<file path="src/rtl/alu_exec_pkg.sv">
// alu_exec_pkg: shared widths, opcode and state enums for the ALU execute stage
package alu_exec_pkg;
  localparam int DATA_W = 64;
  localparam int ADDR_W = 5;
  typedef enum logic [3:0] {
    OP_ADD  = 4'd0,
    OP_SUB  = 4'd1,
    OP_AND  = 4'd2,
    OP_OR   = 4'd3,
    OP_XOR  = 4'd4,
    OP_SLL  = 4'd5,
    OP_SRL  = 4'd6,
    OP_SRA  = 4'd7,
    OP_SLT  = 4'd8,
    OP_SLTU = 4'd9,
    OP_MUL  = 4'd10
  } op_e;
  typedef enum logic {S_IDLE, S_MUL} state_e;
endpackage

</file>
<file path="src/rtl/alu_exec_if.sv">
// alu_exec_if: request (valid/ready, op, operands, dest) and write-back/status bundle; master drives requests, slave is the stage
interface alu_exec_if;
  import alu_exec_pkg::*;
  logic              in_valid;
  logic              in_ready;
  logic [3:0]        op;
  logic [DATA_W-1:0] operand_a;
  logic [DATA_W-1:0] operand_b;
  logic [ADDR_W-1:0] dest_addr;
  logic              wb_write;
  logic [ADDR_W-1:0] wb_address;
  logic [DATA_W-1:0] wb_data;
  logic              busy;
  logic              illegal_op;
  modport master (
    output in_valid, op, operand_a, operand_b, dest_addr,
    input  in_ready, wb_write, wb_address, wb_data, busy, illegal_op
  );
  modport slave (
    input  in_valid, op, operand_a, operand_b, dest_addr,
    output in_ready, wb_write, wb_address, wb_data, busy, illegal_op
  );
endinterface

</file>
<file path="src/rtl/mul_iter.sv">
// mul_iter: shift-add multiplier, one multiplier bit per edge; ports clk, rst, start/a/b in, done (on last iteration edge) and low-W product out
module mul_iter #(
  parameter int W = 64
) (
  input  logic         clk,
  input  logic         rst,
  input  logic         start,
  input  logic [W-1:0] a,
  input  logic [W-1:0] b,
  output logic         done,
  output logic [W-1:0] product
);
  localparam int CW = $clog2(W);
  logic [W-1:0]  mcand, mplier, acc;
  logic [CW-1:0] cnt;
  logic          run;
  // product is the accumulator after the current iteration, so it is final while done is high
  assign product = acc + (mplier[0] ? mcand : '0);
  assign done = run && cnt == CW'(W - 1);
  always_ff @(posedge clk or posedge rst)
    if (rst) begin
      mcand <= '0;
      mplier <= '0;
      acc <= '0;
      cnt <= '0;
      run <= 1'b0;
    end else if (start) begin
      mcand <= a;
      mplier <= b;
      acc <= '0;
      cnt <= '0;
      run <= 1'b1;
    end else if (run) begin
      acc <= product;
      mcand <= mcand << 1;
      mplier <= mplier >> 1;
      cnt <= cnt + 1'b1;
      run <= !done;
    end
endmodule

</file>
<file path="src/rtl/alu_exec_stage.sv">
// alu_exec_stage: execute stage with registered one-cycle write-back; ports clk, rst (async high), bus (alu_exec_if.slave); iterative MUL only with ALU_EXEC_MUL_EN
module alu_exec_stage
  import alu_exec_pkg::*;
(
  input logic       clk,
  input logic       rst,
  alu_exec_if.slave bus
);
  logic [DATA_W-1:0] a, b, res, wb_data;
  logic [ADDR_W-1:0] wb_address;
  logic [5:0]        sh;
  logic              wb_write, illegal_op, accept, simple;
  assign a = bus.operand_a;
  assign b = bus.operand_b;
  assign sh = b[5:0];
  assign simple = bus.op <= OP_SLTU;
  assign accept = bus.in_valid && bus.in_ready;
  assign bus.wb_write = wb_write;
  assign bus.wb_address = wb_address;
  assign bus.wb_data = wb_data;
  assign bus.illegal_op = illegal_op;
  always_comb begin
    res = '0;
    case (bus.op)
      OP_ADD:  res = a + b;
      OP_SUB:  res = a - b;
      OP_AND:  res = a & b;
      OP_OR:   res = a | b;
      OP_XOR:  res = a ^ b;
      OP_SLL:  res = a << sh;
      OP_SRL:  res = a >> sh;
      OP_SRA:  res = $signed(a) >>> sh;
      OP_SLT:  res = DATA_W'($signed(a) < $signed(b));
      OP_SLTU: res = DATA_W'(a < b);
      default: res = '0;
    endcase
  end
`ifdef ALU_EXEC_MUL_EN
  state_e            state;
  logic [ADDR_W-1:0] dest_q;
  logic [DATA_W-1:0] mul_product;
  logic              mul_done, is_mul;
  assign is_mul = bus.op == OP_MUL;
  assign bus.in_ready = state == S_IDLE;
  assign bus.busy = state == S_MUL;
  mul_iter #(.W(DATA_W)) u_mul (
    .clk     (clk),
    .rst     (rst),
    .start   (accept && is_mul),
    .a       (a),
    .b       (b),
    .done    (mul_done),
    .product (mul_product)
  );
`else
  assign bus.in_ready = 1'b1;
  assign bus.busy = 1'b0;
`endif
  always_ff @(posedge clk or posedge rst)
    if (rst) begin
      wb_write <= 1'b0;
      wb_address <= '0;
      wb_data <= '0;
      illegal_op <= 1'b0;
`ifdef ALU_EXEC_MUL_EN
      state <= S_IDLE;
      dest_q <= '0;
`endif
    end else begin
      wb_write <= 1'b0;
      illegal_op <= 1'b0;
`ifdef ALU_EXEC_MUL_EN
      if (state == S_MUL) begin
        if (mul_done) begin
          wb_write <= 1'b1;
          wb_address <= dest_q;
          wb_data <= mul_product;
          state <= S_IDLE;
        end
      end else if (accept && is_mul) begin
        state <= S_MUL;
        dest_q <= bus.dest_addr;
      end else
`endif
      if (accept && simple) begin
        wb_write <= 1'b1;
        wb_address <= bus.dest_addr;
        wb_data <= res;
      end else if (accept)
        illegal_op <= 1'b1;
    end
endmodule

</file>
<file path="src/flat_wrapper.sv">
// flat-port wrapper written by rule: the top's interface ports become plain ports
module alu_exec_stage_flat import alu_exec_pkg::*;
  (clk, rst, bus_in_valid, bus_op, bus_operand_a, bus_operand_b, bus_dest_addr, bus_in_ready, bus_wb_write, bus_wb_address, bus_wb_data, bus_busy, bus_illegal_op);
  alu_exec_if bus_i ();
  input logic clk;
  input logic rst;
  input wire logic [$bits(bus_i.in_valid)-1:0] bus_in_valid;
  input wire logic [$bits(bus_i.op)-1:0] bus_op;
  input wire logic [$bits(bus_i.operand_a)-1:0] bus_operand_a;
  input wire logic [$bits(bus_i.operand_b)-1:0] bus_operand_b;
  input wire logic [$bits(bus_i.dest_addr)-1:0] bus_dest_addr;
  output wire logic [$bits(bus_i.in_ready)-1:0] bus_in_ready;
  output wire logic [$bits(bus_i.wb_write)-1:0] bus_wb_write;
  output wire logic [$bits(bus_i.wb_address)-1:0] bus_wb_address;
  output wire logic [$bits(bus_i.wb_data)-1:0] bus_wb_data;
  output wire logic [$bits(bus_i.busy)-1:0] bus_busy;
  output wire logic [$bits(bus_i.illegal_op)-1:0] bus_illegal_op;
  assign bus_i.in_valid = bus_in_valid;
  assign bus_i.op = bus_op;
  assign bus_i.operand_a = bus_operand_a;
  assign bus_i.operand_b = bus_operand_b;
  assign bus_i.dest_addr = bus_dest_addr;
  assign bus_in_ready = bus_i.in_ready;
  assign bus_wb_write = bus_i.wb_write;
  assign bus_wb_address = bus_i.wb_address;
  assign bus_wb_data = bus_i.wb_data;
  assign bus_busy = bus_i.busy;
  assign bus_illegal_op = bus_i.illegal_op;
  alu_exec_stage u_core (.clk(clk), .rst(rst), .bus(bus_i));
endmodule
</file>
<file path="config.mk">
export PLATFORM = sky130hd
export DESIGN_NAME = alu_exec_stage_flat
export DESIGN_NICKNAME = d
export VERILOG_FILES = /design/src/rtl/alu_exec_pkg.sv /design/src/rtl/alu_exec_if.sv /design/src/rtl/mul_iter.sv /design/src/rtl/alu_exec_stage.sv /design/src/flat_wrapper.sv
export SDC_FILE = /design/constraint.sdc
export NUM_CORES = 1
export LEC_CHECK = 0
export CAP_MARGIN = 20
export CORE_UTILIZATION = 65
export DETAILED_ROUTE_END_ITERATION = 7
export PLACE_DENSITY = 0.9
export SETUP_SLACK_MARGIN = 0.15
export SLEW_MARGIN = 10
export SYNTH_ARGS = -nofsm -noshare
export SYNTH_HDL_FRONTEND = slang
export SYNTH_SLANG_ARGS = --single-unit
</file>
<file path="constraint.sdc">
create_clock -name clk -period 6.06 [get_ports clk]
set_clock_uncertainty 0.05 [all_clocks]
set_input_delay 1.212 -clock clk [delete_from_list [all_inputs] [get_ports clk]]
set_output_delay 1.212 -clock clk [all_outputs]
set_load 0.05 [all_outputs]
</file>
==> results of run 1 <==
routing by layer:
| metal | global-route usage | overflow |
|---|---|---|
| met1 | 0.7087 | 0 |
| met2 | 0.8248 | 6 |
| met3 | 0.5655 | 0 |
| met4 | 0.6693 | 18 |
| met5 | 0.3077 | 0 |
cells in the mapped netlist, types with 18 or more instances:
master and count:
sky130_fd_sc_hd__a211oi_1 52, sky130_fd_sc_hd__a21o_1 18, sky130_fd_sc_hd__a21oi_1 370, sky130_fd_sc_hd__a221oi_1 49, sky130_fd_sc_hd__a31oi_1 34, sky130_fd_sc_hd__buf_1 27
sky130_fd_sc_hd__buf_2 41, sky130_fd_sc_hd__clkbuf_1 160, sky130_fd_sc_hd__dfrtp_1 71, sky130_fd_sc_hd__ha_1 196, sky130_fd_sc_hd__inv_1 211, sky130_fd_sc_hd__mux2_2 22
sky130_fd_sc_hd__mux2i_1 123, sky130_fd_sc_hd__mux4_2 99, sky130_fd_sc_hd__nand2_1 259, sky130_fd_sc_hd__nand2b_1 18, sky130_fd_sc_hd__nand3_1 50, sky130_fd_sc_hd__nand4_1 46
sky130_fd_sc_hd__nor2_1 432, sky130_fd_sc_hd__nor3_1 70, sky130_fd_sc_hd__nor4_1 39, sky130_fd_sc_hd__o211ai_1 52, sky130_fd_sc_hd__o21a_1 21, sky130_fd_sc_hd__o21ai_0 239
sky130_fd_sc_hd__o21bai_1 45, sky130_fd_sc_hd__o221ai_1 41, sky130_fd_sc_hd__o22ai_1 25, sky130_fd_sc_hd__o31ai_1 35, sky130_fd_sc_hd__or3_1 19, sky130_fd_sc_hd__xnor2_1 48
metrics by stage:
step	cell area, um2	setup slack [ns]	hold slack (ns)
2_1_floorplan	22190	1.028	0.6943
3_3_place_gp	24480	0.8358	0.4063
3_5_place_dp	24490	0.7540	0.4152
4_1_cts	24830	1.078	0.4303
cells by family after synthesis:
group / Yosys count / share of synthesized area
DFF: 71 / 0.08006
buffers and inverters: 474 / 0.08863
and+or+nand+nor: 1003 / 0.2013
muxes: 244 / 0.1671
xor gates and xnor gates: 56 / 0.02210
AOI/OAI and AO/OA: 1127 / 0.3282
other: 2 / 0.0003384
adders and majority gates: 198 / 0.1123
==> results.md, run 1 <==
Clocking:
- The clock passes through at most 2 buffers.
- For this design, the sink count on the clock tree is 71.
- The total setup buffers inserted after CTS is 0.
- The H-tree was split into 3 levels.
- For this design, the CTS-stage hold fixing added 0 buffers.
- The post-cts resize count is 0.
- The buffer cell driving the clock tree root is sky130_fd_sc_hd__clkbuf_16.
- The CTS buffer count is 9.

Global route:
- The first-pass GRT wire length is between 150000 and 200000 um.
- The number of global-route vias before repair is 29460.
- For this run, the total global-route usage over all layers was measured as 0.6937.
- Entering global routing, the biggest net connects around 100 pins.
- Global routing finished with a remaining overflow of 24.

Placed design:
- The routability-driven placement congestion ratio is 1.407.
- The count of buffers inserted at the top-level ports is 210.
- The total half-perimeter wirelength after legalization and detailed placement is about 83000 um.
- Once placement completed, the tool counted placed cells totaling roughly 3700.

Yosys:
- In the synthesized netlist the dominant register cell turns out to be sky130_fd_sc_hd__dfrtp_1.
- The total number of yosys warnings is 0.
- Counting flops with a built-in enable in the synthesized netlist gives 0.
- The net count of the mapped netlist is 3513.
- Yosys attributes the largest share of cell area to sky130_fd_sc_hd__ha_1 11%, sky130_fd_sc_hd__mux4_2 10%, sky130_fd_sc_hd__a21oi_1 8.3%, sky130_fd_sc_hd__dfrtp_1 8.0%, sky130_fd_sc_hd__nor2_1 7.3%.
- The async set-or-reset flop fraction in the synthesized netlist is 1.000.
- Of the synthesized area, sequential elements account for 0.08006.
- The number of flip-flops and latches in the synthesized netlist is a little over 70.
- Dividing the synthesized area by the synthesized cell count gives between 6 and 7 um2.
- The count of mapped cells out of synthesis is 3175.
- The post-synthesis cell area is around 0.022 mm2.
- The biggest area contributor in the post-synthesis netlist is sky130_fd_sc_hd__ha_1.
- The synthesized netlist contains approximately 100 unique library cells.
- Of the post-synthesis cell area, the dominant cell type holds 0.1105.

Die:
- The y dimension of the die is about 190 um.
- The initial core utilization is 0.6618.
- The row count is between 60 and 70.
- The die span in x is roughly 190 um.
- between 200 and 250 I/O pins were placed.

Outcome:
- The failing step is global routing.
- The run stopped with a tool error.
- The first error in the log reads "[ERROR GRT-0116] Global routing finished with congestion. Check the congestion regions in the DRC Viewer".
==> run 2: changes to the inputs <==
--- a/config.mk
+++ b/config.mk
@@ -6,10 +6,9 @@
 export NUM_CORES = 1
 export LEC_CHECK = 0
 export CAP_MARGIN = 20
-export CORE_UTILIZATION = 65
+export CORE_UTILIZATION = 40
 export DETAILED_ROUTE_END_ITERATION = 7
-export PLACE_DENSITY = 0.9
-export SETUP_SLACK_MARGIN = 0.15
+export PLACE_DENSITY_LB_ADDON = 0.15
 export SLEW_MARGIN = 10
 export SYNTH_ARGS = -nofsm -noshare
 export SYNTH_HDL_FRONTEND = slang
==> run 2 against run 1 <==
Compared with the run above: the run now ends clean; area after synthesis unchanged; synthesized cell count unchanged.
==> results.md, run 2 <==
Placed design:
- The routability-driven placement congestion ratio is 1.120 (-20%).
- The count of buffers inserted at the top-level ports is 210 (unchanged).
- The total half-perimeter wirelength after legalization and detailed placement is 109600 um (+32%).
- The placement-stage cell area is 0.02541 mm2 (+3.8%).

Layout:
- The register name with the most flops is u_core.bus.wb_data.
- The top cell types in the final layout, fill and taps aside, are 430 x sky130_fd_sc_hd__nor2_1, 370 x sky130_fd_sc_hd__a21oi_1, 259 x sky130_fd_sc_hd__nand2_1.
- The area overhead of the layout relative to synthesis is 16.22%.
- The leading cell type in the layout, fill and taps excluded is sky130_fd_sc_hd__nor2_1.
- The layout has between 5000 and 6000 filler cells.
- The finished cells cover ~0.026 mm2.
- Of the cells placed in the final design, the portion with a size suffix greater than 1 is 0.1117.
- The number of nets in the final layout is ~3600.
- The flip-flop count of the largest register, all copies and words added is 64.
- In the final layout, the registers with the most flip-flops are u_core.bus.wb_data: 64 flops, u_core.bus.wb_address: 5 flops.
- At the end of the flow the core is filled with cells to 0.4746.

Detailed routing:
- The number of optimization iterations in the first detailed-route pass is 7.
- In the detailed route, the total length drawn on met3 is approximately 16000 um.
- Once detail routing completed, the nets flagged for antenna violations numbered 0.
- In the detailed route, the total length drawn on met2 is approximately 59000 um.
- The DRC violation count after routing is 0.
- The DRC violation total after the first TritonRoute iteration is 4611.
- The routed length per placed instance is around 35 um.
- For this block, the via count after detailed routing is 28770.
- The top metal layer carrying routed signals is met5.
- After detailed routing, the number of vias per cell comes to 7.094.
- The detailed-routing wirelength on met1 is 50010 um.
- The total wire length after detailed routing is 140200 um.

Timing:
- The count of endpoints failing hold in the final timing report is 0.
- The final hold slack is roughly 0.43 ns.
- The relative max-transition margin is 0.1579.
- After routing, the total negative slack on setup checks comes to 0 ns.
- Derived from the worst setup path, the maximum achievable clock frequency is roughly 180 MHz.
- For the pin with the worst max-slew slack, the measured transition is 1.259 ns.
- Setup repair after global routing left no endpoint under its margin.
- The minimum clock period after layout is ~5.4 ns.
- The final count of pins violating max slew was 0.
- Setup violations remaining at the end of the flow were counted as 0.
- The part of the cycle the worst path needs is 0.8984.

Power:
- The worst vdd rail ir drop is 0.1649 mV.
- The static leakage is ~10 nW.
- Dividing total power by cell area gives a power density of 170.0 mW/mm2.

Clocking:
- The hold-fix buffer count after cts is 0 (unchanged).
- The number of H-tree branching levels came to 3 (unchanged).
- The clock tree from TritonCTS is done.
- The CTS buffer count is 9 (unchanged).
- The total setup buffers inserted after CTS is 0 (unchanged).
- The post-cts resize count was 0 (unchanged).
- The worst-case clock buffer depth came to 2 (unchanged).
- The root buffer cell chosen for the clock tree is sky130_fd_sc_hd__clkbuf_16.
- The clock latency reported for the late side of the worst-skew pair is slightly below 0.4 ns.
- After clock tree synthesis, the clock-pin slew on the worst setup and hold paths is ~0.07 ns.
- The clock sink count is 71 (unchanged).

Yosys:
- In the post-synthesis netlist, the biggest area contributors are sky130_fd_sc_hd__ha_1 11%, sky130_fd_sc_hd__mux4_2 10%, sky130_fd_sc_hd__a21oi_1 8.3%, sky130_fd_sc_hd__dfrtp_1 8.0%, sky130_fd_sc_hd__nor2_1 7.3%.
- The commonest register cell after synthesis is sky130_fd_sc_hd__dfrtp_1.
- The count of mapped cells out of synthesis is 3175 (unchanged).
- Ranked by instance count, the synthesized netlist is headed by 432 x sky130_fd_sc_hd__nor2_1, 370 x sky130_fd_sc_hd__a21oi_1, 259 x sky130_fd_sc_hd__nand2_1.
- The area share of the largest cell type after synthesis is 0.1105 (unchanged).
- The async set-or-reset flop fraction in the synthesized netlist came to 1.000 (unchanged).
- The total number of yosys warnings came to 0 (unchanged).
- sky130_fd_sc_hd__nor2_1 is the most common cell in the netlist.
- Of all cell types, the one taking the most synthesized area is sky130_fd_sc_hd__ha_1.
- The number of flip-flops and latches in the synthesized netlist is 71 (unchanged).
- The sequential area share after synthesis is 0.08006 (unchanged).
- The number of synthesized flops with an enable pin is 0 (unchanged).
- The mean area per synthesized cell came to 6.990 um2 (unchanged).
- The net count of the mapped netlist was 3513 (unchanged).
- The number of unique standard cell types used by synthesis was 104 (unchanged).
- The post-synthesis cell area was 0.02219 mm2 (unchanged).

Setup path:
- The endpoint required time on the critical path is 6.33 ns.
- At the worst endpoint, the arrival time is roughly 5.7 ns.
- For the worst flop-to-flop path, the logic depth is 4.
- The largest fanout on the critical path is 9.
- The capture instance of the worst register-to-register path is u_core.bus.wb_data[49].
- In this run the register-to-register setup slack is 4.87 ns.
- The worst setup path is launched from a primary input.
- The type of the worst setup path is in2reg.
- The worst setup path is captured at a register.
- The worst register-to-register path begins at u_core.bus.wb_data[49].

Hold path:
- Along the worst hold path, the cell count comes to 2.
- The beginning of the worst hold path is u_core.bus.wb_address[0].
- The worst-case hold path end point is u_core.bus.wb_address[0].
- The path class of the tightest hold or removal check is reg2reg.

Global route:
- For this run, the total global-route usage over all layers was measured as 0.4833.
- The maximum number of pins on one net before global-route repair is between 100 and 150.
- The number of global-route vias before repair is 26540.
- The overall overflow remaining after global route is 0.
- The number of antenna violations at the first check in global routing is 10.
- The first global-routing pass estimated 196400 um of wire.

Die:
- The floorplan step defined a core boundary enclosing roughly 0.054 mm2.
- The number of primary I/O pins is 213 (unchanged).
- The row count is 85 (+27%).
- The y dimension of the die came to 237.5 um (+27%).
- The initial core utilization is 0.4084 (-0.2535).
- The die area is about 0.056 mm2.
- The die span in x is 237.5 um (+27%).

Outcome:
- The run finished with clean final reports.

Flow run:
- The max-cap violation count is 0.
[run 2: layout make-up]
type / count / area [um2] / share of cell area
clock buffers: 9 / 225.2 / 0.008732
well taps: 739 / 924.6 / 0.03585
repair buffers: 375 / 3400 / 0.1318
multi-input cells: 2630 / 18490 / 0.7168
inverters: 220 / 832.0 / 0.03226
flip-flops and latches: 71 / 1777 / 0.06889
diodes: 5 / 12.51 / 0.0004851
clock inverters: 6 / 133.9 / 0.005191
[run 2: cells by family after synthesis]
logic type / Yosys count / share of synthesized area
AO/OA/AOI/OAI: 1127 / 0.3282
XOR/XNOR: 56 / 0.02210
adder cells (fa/ha/maj): 198 / 0.1123
buffers and inverters: 474 / 0.08863
flip-flops: 71 / 0.08006
multiplexers: 244 / 0.1671
other: 2 / 0.0003384
AND/OR/NAND/NOR: 1003 / 0.2013
[run 2: worst max-delay path by stage]
stage | from | endpoint | slack (ns) | cells past startpoint
after floorplan | bus_operand_b[3] | u_core.bus.wb_data[43] | 1.03 | 17
after global placement | bus_operand_a[3] | u_core.bus.wb_data[0] | 0.43 | 14
after detailed placement | bus_operand_a[9] | u_core.bus.wb_data[21] | 0.41 | 14
after CTS | bus_operand_a[9] | u_core.bus.wb_data[21] | 0.80 | 14
after global routing | bus_operand_a[25] | u_core.bus.wb_data[0] | 0.62 | 13
final | bus_operand_a[4] | u_core.bus.wb_data[0] | 0.62 | 14
[run 2: routing by layer]
metal	vias to the layer above	GRT usage
met5	-	0
met4	6	0.4151
met3	630	0.1129
met2	2477	0.7314
met1	13660	0.5772
li1	12000	-
[run 2: power by group]
| part | internal [W] | switching (W) |
|---|---|---|
| clock | 0.000442 | 0.000276 |
| sequential | 0.000552 | 0.0000712 |
| combinational | 0.000982 | 0.00206 |
[run 2: through the flow]
step / setup slack, ns / instances / total power, W
2_1_floorplan: 1.028 / 3175 / 0.002358
3_3_place_gp: 0.4350 / 4035 / 0.003515
3_5_place_dp: 0.4061 / 4035 / 0.003520
4_1_cts: 0.7982 / 4050 / 0.004248
5_1_grt: 0.6236 / 4051 / 0.004502
6_report: 0.6154 / 4055 / 0.004384
[run 2: critical path: stages]
cell,delay (ns)
sky130_fd_sc_hd__clkdlybuf4s50_1,0.71
sky130_fd_sc_hd__inv_1,0.09
sky130_fd_sc_hd__ha_1,0.45
sky130_fd_sc_hd__nor2b_1,0.15
sky130_fd_sc_hd__a2111oi_4,0.38
sky130_fd_sc_hd__nor2_2,0.14
sky130_fd_sc_hd__nor3b_2,0.54
sky130_fd_sc_hd__o31a_1,0.24
sky130_fd_sc_hd__o21ai_2,0.15
sky130_fd_sc_hd__a32oi_4,0.42
sky130_fd_sc_hd__o21ai_0,0.14
sky130_fd_sc_hd__a21boi_0,0.41
sky130_fd_sc_hd__o221ai_1,0.41
sky130_fd_sc_hd__a31oi_1,0.25
Power figures use the tool's default switching activity.
==> run 3: changes to the inputs <==
--- a/config.mk
+++ b/config.mk
@@ -7,6 +7,7 @@
 export LEC_CHECK = 0
 export CAP_MARGIN = 20
 export CORE_UTILIZATION = 40
+export CTS_CLUSTER_DIAMETER = 80
 export DETAILED_ROUTE_END_ITERATION = 7
 export PLACE_DENSITY_LB_ADDON = 0.15
 export SLEW_MARGIN = 10
==> results of run 3 <==
Same layout as run 2: the final DEF is identical, and so are final timing and power.
